`src/rtl/spi_shift_register_pkg.sv`:
```
// Shared definitions for the SPI serialiser: FSM state encoding, default frame width
// and the strobe-set selector also used by the baud rate generator.
package spi_shift_register_pkg;

    localparam int SPI_DATA_WIDTH = 8;

    typedef enum logic [1:0] {
        IDLE = 2'd0,
        XFER = 2'd1,
        DONE = 2'd2
    } spi_state_e;

    // Modes 1 and 2 use the "high" strobe pair, modes 0 and 3 the "low" pair.
    function automatic logic spi_strobe_sel(input logic cpha, input logic cpol);
        return cpha ^ cpol;
    endfunction

endpackage

```
`src/rtl/spi_shift_register_if.sv`:
```
// Bundle of control, strobe and pin signals between the APB/baud side and the
// SPI shift register.
interface spi_shift_register_if #(
    parameter int DATA_WIDTH = spi_shift_register_pkg::SPI_DATA_WIDTH
);
    logic                  ss;
    logic                  send_data;
    logic                  lsbfe;
    logic                  cpha;
    logic                  cpol;
    logic                  flag_low;
    logic                  flags_low;
    logic                  flag_high;
    logic                  flags_high;
    logic [DATA_WIDTH-1:0] data_mosi;
    logic                  miso;
    logic                  mosi;
    logic [DATA_WIDTH-1:0] data_miso;
    logic                  receive_data;
    logic                  busy;

    modport master (
        output ss, send_data, lsbfe, cpha, cpol,
        output flag_low, flags_low, flag_high, flags_high,
        output data_mosi, miso,
        input  mosi, data_miso, receive_data, busy
    );

    modport slave (
        input  ss, send_data, lsbfe, cpha, cpol,
        input  flag_low, flags_low, flag_high, flags_high,
        input  data_mosi, miso,
        output mosi, data_miso, receive_data, busy
    );

endinterface

```
`src/rtl/spi_shift_register_bit_counter.sv`:
```
// Bit index counter for one direction of an SPI frame; clear wins over load,
// load wins over increment.
module spi_bit_counter #(
    parameter int WIDTH    = 4,
    parameter int TC_VALUE = 7
) (
    input  logic             PCLK,
    input  logic             PRESETn,
    input  logic             clear,
    input  logic             load,
    input  logic [WIDTH-1:0] load_val,
    input  logic             inc,
    output logic [WIDTH-1:0] count,
    output logic             tc
);

    always_ff @(posedge PCLK or negedge PRESETn) begin
        if (!PRESETn) begin
            count <= '0;
        end else if (clear) begin
            count <= '0;
        end else if (load) begin
            count <= load_val;
        end else if (inc) begin
            count <= count + 1'b1;
        end
    end

    assign tc = (count == WIDTH'(TC_VALUE));

endmodule

```
`src/rtl/spi_shift_register.sv`:
```
// SPI serialiser/deserialiser: shifts a latched TX word out on mosi and assembles
// the RX word from miso using the baud generator's edge strobes.
module spi_shift_register
    import spi_shift_register_pkg::*;
#(
    parameter int DATA_WIDTH = SPI_DATA_WIDTH
) (
    input logic                 PCLK,
    input logic                 PRESETn,
    spi_shift_register_if.slave bus
);

    localparam int IW = $clog2(DATA_WIDTH);
    localparam int CW = IW + 1;

    spi_state_e            state;
    spi_state_e            state_next;
    logic                  sel;
    logic                  tx_stb;
    logic                  rx_stb;
    logic                  start;
    logic                  abort;
    logic                  tx_inc;
    logic                  rx_inc;
    logic [CW-1:0]         tx_idx;
    logic [CW-1:0]         rx_idx;
    logic                  tx_tc;
    logic                  rx_tc;
    logic [DATA_WIDTH-1:0] tx_shadow;
    logic [DATA_WIDTH-1:0] rx_shadow;
    logic [DATA_WIDTH-1:0] rx_next;
    logic                  lsb_q;

    // Maps a frame position to a word bit according to the bit order.
    function automatic logic [IW-1:0] bit_pos(input logic [CW-1:0] idx, input logic lsb_first);
        logic [CW-1:0] p;
        p = lsb_first ? idx : (CW'(DATA_WIDTH - 1) - idx);
        return p[IW-1:0];
    endfunction

    assign sel    = spi_strobe_sel(bus.cpha, bus.cpol);
    assign tx_stb = sel ? bus.flags_high : bus.flags_low;
    assign rx_stb = sel ? bus.flag_high  : bus.flag_low;
    assign start  = (state == IDLE) && bus.send_data && !bus.ss;
    assign abort  = (state == XFER) && bus.ss;
    assign tx_inc = (state == XFER) && !bus.ss && tx_stb && !tx_tc;
    assign rx_inc = (state == XFER) && !bus.ss && rx_stb;

    spi_bit_counter #(
        .WIDTH   (CW),
        .TC_VALUE(DATA_WIDTH - 1)
    ) u_tx_counter (
        .PCLK    (PCLK),
        .PRESETn (PRESETn),
        .clear   (abort),
        .load    (start),
        .load_val('0),
        .inc     (tx_inc),
        .count   (tx_idx),
        .tc      (tx_tc)
    );

    spi_bit_counter #(
        .WIDTH   (CW),
        .TC_VALUE(DATA_WIDTH - 1)
    ) u_rx_counter (
        .PCLK    (PCLK),
        .PRESETn (PRESETn),
        .clear   (abort),
        .load    (start),
        .load_val('0),
        .inc     (rx_inc),
        .count   (rx_idx),
        .tc      (rx_tc)
    );

    always_ff @(posedge PCLK or negedge PRESETn) begin
        if (!PRESETn) begin
            state <= IDLE;
        end else begin
            state <= state_next;
        end
    end

    always_comb begin
        state_next = state;
        case (state)
            IDLE: if (start) state_next = XFER;
            XFER: begin
                if (bus.ss) begin
                    state_next = IDLE;
                end else if (rx_stb && rx_tc) begin
                    state_next = DONE;
                end
            end
            DONE:    state_next = IDLE;
            default: state_next = IDLE;
        endcase
    end

    always_comb begin
        bus.busy         = (state == XFER);
        bus.receive_data = (state == DONE);
    end

    always_comb begin
        rx_next = rx_shadow;
        rx_next[bit_pos(rx_idx, lsb_q)] = bus.miso;
    end

    // data_miso takes the word including the final bit on the last rx strobe,
    // so it is already valid during the one-cycle receive_data pulse.
    always_ff @(posedge PCLK or negedge PRESETn) begin
        if (!PRESETn) begin
            bus.mosi      <= 1'b0;
            bus.data_miso <= '0;
            tx_shadow     <= '0;
            rx_shadow     <= '0;
            lsb_q         <= 1'b0;
        end else if (start) begin
            tx_shadow <= bus.data_mosi;
            lsb_q     <= bus.lsbfe;
            rx_shadow <= '0;
            bus.mosi  <= bus.data_mosi[bit_pos('0, bus.lsbfe)];
        end else if (abort) begin
            bus.mosi <= 1'b0;
        end else begin
            if (tx_inc) begin
                bus.mosi <= tx_shadow[bit_pos(tx_idx + 1'b1, lsb_q)];
            end
            if (rx_inc) begin
                rx_shadow <= rx_next;
                if (rx_tc) begin
                    bus.data_miso <= rx_next;
                end
            end
        end
    end

endmodule
```
`src/flat_wrapper.sv`:
```
// flat-port wrapper written by rule: the top's interface ports become plain ports
module spi_shift_register_flat import spi_shift_register_pkg::*;
#(
    parameter int DATA_WIDTH = SPI_DATA_WIDTH
)
  (PCLK, PRESETn, bus_ss, bus_send_data, bus_lsbfe, bus_cpha, bus_cpol, bus_flag_low, bus_flags_low, bus_flag_high, bus_flags_high, bus_data_mosi, bus_miso, bus_mosi, bus_data_miso, bus_receive_data, bus_busy);
  spi_shift_register_if #(.DATA_WIDTH(DATA_WIDTH)) bus_i ();
  input logic PCLK;
  input logic PRESETn;
  input wire logic [$bits(bus_i.ss)-1:0] bus_ss;
  input wire logic [$bits(bus_i.send_data)-1:0] bus_send_data;
  input wire logic [$bits(bus_i.lsbfe)-1:0] bus_lsbfe;
  input wire logic [$bits(bus_i.cpha)-1:0] bus_cpha;
  input wire logic [$bits(bus_i.cpol)-1:0] bus_cpol;
  input wire logic [$bits(bus_i.flag_low)-1:0] bus_flag_low;
  input wire logic [$bits(bus_i.flags_low)-1:0] bus_flags_low;
  input wire logic [$bits(bus_i.flag_high)-1:0] bus_flag_high;
  input wire logic [$bits(bus_i.flags_high)-1:0] bus_flags_high;
  input wire logic [$bits(bus_i.data_mosi)-1:0] bus_data_mosi;
  input wire logic [$bits(bus_i.miso)-1:0] bus_miso;
  output wire logic [$bits(bus_i.mosi)-1:0] bus_mosi;
  output wire logic [$bits(bus_i.data_miso)-1:0] bus_data_miso;
  output wire logic [$bits(bus_i.receive_data)-1:0] bus_receive_data;
  output wire logic [$bits(bus_i.busy)-1:0] bus_busy;
  assign bus_i.ss = bus_ss;
  assign bus_i.send_data = bus_send_data;
  assign bus_i.lsbfe = bus_lsbfe;
  assign bus_i.cpha = bus_cpha;
  assign bus_i.cpol = bus_cpol;
  assign bus_i.flag_low = bus_flag_low;
  assign bus_i.flags_low = bus_flags_low;
  assign bus_i.flag_high = bus_flag_high;
  assign bus_i.flags_high = bus_flags_high;
  assign bus_i.data_mosi = bus_data_mosi;
  assign bus_i.miso = bus_miso;
  assign bus_mosi = bus_i.mosi;
  assign bus_data_miso = bus_i.data_miso;
  assign bus_receive_data = bus_i.receive_data;
  assign bus_busy = bus_i.busy;
  spi_shift_register #(.DATA_WIDTH(DATA_WIDTH)) u_core (.PCLK(PCLK), .PRESETn(PRESETn), .bus(bus_i));
endmodule
```
`config.mk`:
```
export PLATFORM = sky130hd
export DESIGN_NAME = spi_shift_register_flat
export DESIGN_NICKNAME = d
export VERILOG_FILES = /design/src/rtl/spi_shift_register_pkg.sv /design/src/rtl/spi_shift_register_if.sv /design/src/rtl/spi_shift_register_bit_counter.sv /design/src/rtl/spi_shift_register.sv /design/src/flat_wrapper.sv
export SDC_FILE = /design/constraint.sdc
export NUM_CORES = 1
export LEC_CHECK = 0
export BUFFER_PORTS_ARGS = -buffer_cell sky130_fd_sc_hd__buf_2
export CELL_PAD_IN_SITES_DETAIL_PLACEMENT = 1
export CELL_PAD_IN_SITES_GLOBAL_PLACEMENT = 1
export CORE_UTILIZATION = 40
export DETAILED_ROUTE_END_ITERATION = 8
export HOLD_SLACK_MARGIN = 0.06
export PLACE_DENSITY = 0.73
export SLEW_MARGIN = 20
export SYNTH_ARGS = -nofsm -noshare
export SYNTH_HDL_FRONTEND = slang
export SYNTH_HIERARCHICAL = 1
export SYNTH_SLANG_ARGS = --single-unit
```
`constraint.sdc`:
```
create_clock -name PCLK -period 3.65 [get_ports PCLK]
set_input_delay 0.1825 -clock PCLK [delete_from_list [all_inputs] [get_ports PCLK]]
set_output_delay 0.1825 -clock PCLK [all_outputs]
set_load 0.02 [all_outputs]
```
==> results.ini <==
[drt]
viasPerCell = 5.21
drtPass1Iterations = 4
drt_iter0_markers = 54
wirelength_microns = 4960
drtAntennaViolNets = 0
dr_total_vias = 1757
drc_errors = 0
wl_per_cell_microns = 14.7

[clock_tree]
clock_sinks = 36
clock_tree.root_cell = clkbuf_8
clk-insertion-delay-late_ps = 300
clock_path_buffers = 2
htree_levels = 2
cts.reportedPaths.clkPinSlew_ps = 80
cts_tree = built
cts_setup_buffers = 0
cts_resized = 0
cts_made_buffers = 5

[timing]
period_needed_ps = 2350
max_slew_margin_pct = 44.6
max_freq_mhz = 426
hold_violations = 0
finalCritPeriodShare_pct = 64.3
setup_viol_count_final = 0
tightest_slew_ps = 830
rsz0062_at_grt = no
holdWs_ps = 68.2
finalClockSkew_ps = 7.93
report.final.slew_viol_count = 0
setup_tns_ps = 0

[die]
die_h_microns = 75.5
num_rows = 26
ios = 31
die_x_microns = 75.5
die_area_sq_um = 5700
core-area_sq_um = 5140
initial_utilization_pct = 42.0

[layout]
syn_to_final_growth_pct = 15.1
final_cell_count_no_fill = 337
fin_nets = 289
drive_gt1_share_pct = 18.4
diodes = 0

[critical_path]
endpoint_kind = register
critPathMaxFanout = 23
startpoint_type = register
arrival_ps = 2520
worstSetupPathType = register to register
reg2regPathDepth = 5
worst-path-buf-inv = 1
cp_slowest_stage_delay_ps = 710
cp.depth = 5
slowest_stage = inv_1
required_ps = 3820
crit_chain = nand2b_1 > or3_1 > inv_1 > mux2i_1 > nor2_1
cp_top_family = simple AND/OR/NAND/NOR gates

[power_and_ir_drop]
sw_frac_of_total_pct = 36.8
leakagePower_uw = 0.00114
finalPower_uw = 1480
power.share.clock_pct = 23.8
power_density_nw_per_um2 = 596
seqPwrFrac_pct = 41.1
vdd_drop_max_uv = 262
p_switching_uw = 545
p_int_uw = 936
p_comb_share_pct = 35.2

[logic_synthesis]
seq_area_frac_synth_pct = 41.7
synthFlopType = dfrtp_1
synth_area_per_cell_sq_um = 9.27
yosysWarnings = 6
yosysTopAreaCell = dfrtp_1
synthArstFlopShare_pct = 100
syn-instance-count = 233
synth_top_cell_area_share_pct = 41.7
synth_seq_cells = 36
syn_area_sq_um = 2160
synth_edf_count = 0
netlist_top_cells_area = dfrtp_1, mux2i_1, nand2_1
ys_types = 41

[global_route]
grt_max_degree = 37
overflow = 0
antenna_found_initial = 0
grt_pass1_wl_microns = 8410
grt_pass1_vias = 1820
track_usage_pct = 20.0

[job]
cap_viol_max_count = 0

[worst_hold_path]
hold_class = input port to register
whs_path_depth = 3

[placed_design]
dp_hpwl_microns = 3460
portBuffers = 30
place_congestion = 0.738
dpl.cell_count = 328

[status]
status = complete, no violations

layout by cell type, fill, tap and decap left out, types with 2 or more instances in the layout:
master and count:
nand2_1 44, dfrtp_1 36, buf_2 30, mux2i_1 19
inv_1 14, o21ai_0 12, nor2_1 11, a21oi_1 8
conb_1 8, o22ai_1 7, nand2b_1 6, o221ai_1 6
clkbuf_8 5, xnor2_1 5, xor2_1 4, mux4_2 4
o21a_1 4, or3_1 3, nor3_1 3, a31oi_1 3
o22a_1 3, ha_1 3, nor2b_1 2, o21ai_1 2
mux2_4 2, a21o_1 2, nand3_1 2, mux2_1 2
nand4_1 2
worst min-delay path, cell delays in order:
cell	delay, ps
buf_2	70
nand2_1	40
nand2_1	40
kinds of logic after synthesis:
group                      after synthesis  synth area share, %
AOI/OAI and AO/OA                       50                 15.1
xor gates and xnor gates                 9                 3.65
adders and majority gates                3                 1.74
buffers and inverters                   28                 5.74
DFF                                     36                 41.7
muxes                                   27                 15.4
other                                    1                0.174
and+or+nand+nor                         79                 16.5
path summary, 6_finish.rpt:
check / slack, ps / start / end
setup / recovery: 1300 / u_core/state[0] / u_core/u_rx_counter/count[1]
hold / removal: 70 / bus_data_mosi[5] / u_core/tx_shadow[5]
setup reg to reg: 1300 / u_core/state[0] / u_core/u_rx_counter/count[1]
hold reg to reg: 500 / u_core/tx_shadow[0] / u_core/tx_shadow[0]
max in group asynchronous: 2610 / PRESETn / u_core/tx_shadow[0]
min in group asynchronous: 510 / PRESETn / u_core/rx_shadow[0]
repair_timing:
action | in CTS | in global routing
hold buffers | 1 | 0
endpoints found under the setup margin | 0 | 0
hold endpoints to repair | 36 | 0
layout make-up:
class / count / area (sq um)
clock buffer: 5 / 68.8
clock inverter: 3 / 42.5
fill: 612 / 2660
inverter: 15 / 56.3
multi-input combinational: 176 / 1160
sequential: 36 / 901
tap: 70 / 87.6
timing repair buffer: 32 / 168
registers in the layout (all words and copies together) (netlist names):
register                   flops
u_core/bus.data_miso           8
u_core/lsb_q                   1
u_core/u_tx_counter/count      4
u_core/u_rx_counter/count      4
u_core/tx_shadow               8
u_core/state                   2
u_core/bus.mosi                1
u_core/rx_shadow               8
through the flow:
stage	util [%]	setup WS, ps	area [sq um]
finish	48.3	1300	2480
detailed placement	46.0	1270	2360
global placement	46.0	1420	2360
global route	48.3	1120	2480
floorplan	-	1730	2190
CTS	48.3	1240	2480
metal layers:
metal	track usage, %	up-vias	routed length, microns
li1	-	866	-
met1	23.2	860	2250
met5	0	-	0
met4	7.00	0	56
met2	35.4	25	2500
met3	5.56	6	157
synthesized netlist by cell type (4+ instances only):
master	n
o221ai_1	6
xnor2_1	5
o21ai_0	12
inv_1	14
o22ai_1	7
nor2_1	11
o21a_1	4
nand2_1	44
nand2b_1	6
mux2i_1	19
dfrtp_1	36
clkbuf_1	5
a21oi_1	8
xor2_1	4
buf_2	6
mux4_2	4
power by group through the flow:
| stage | registers (uW) | clock network [uW] | logic, uW |
|---|---|---|---|
| after floorplan | 591 | 0 | 409 |
| after global placement | 609 | 0 | 506 |
| after detailed placement | 616 | 0 | 521 |
| after CTS | 610 | 363 | 526 |
| after global routing | 629 | 376 | 588 |
| final | 609 | 352 | 521 |
No activity file was read; power rests on OpenSTA's default activity.
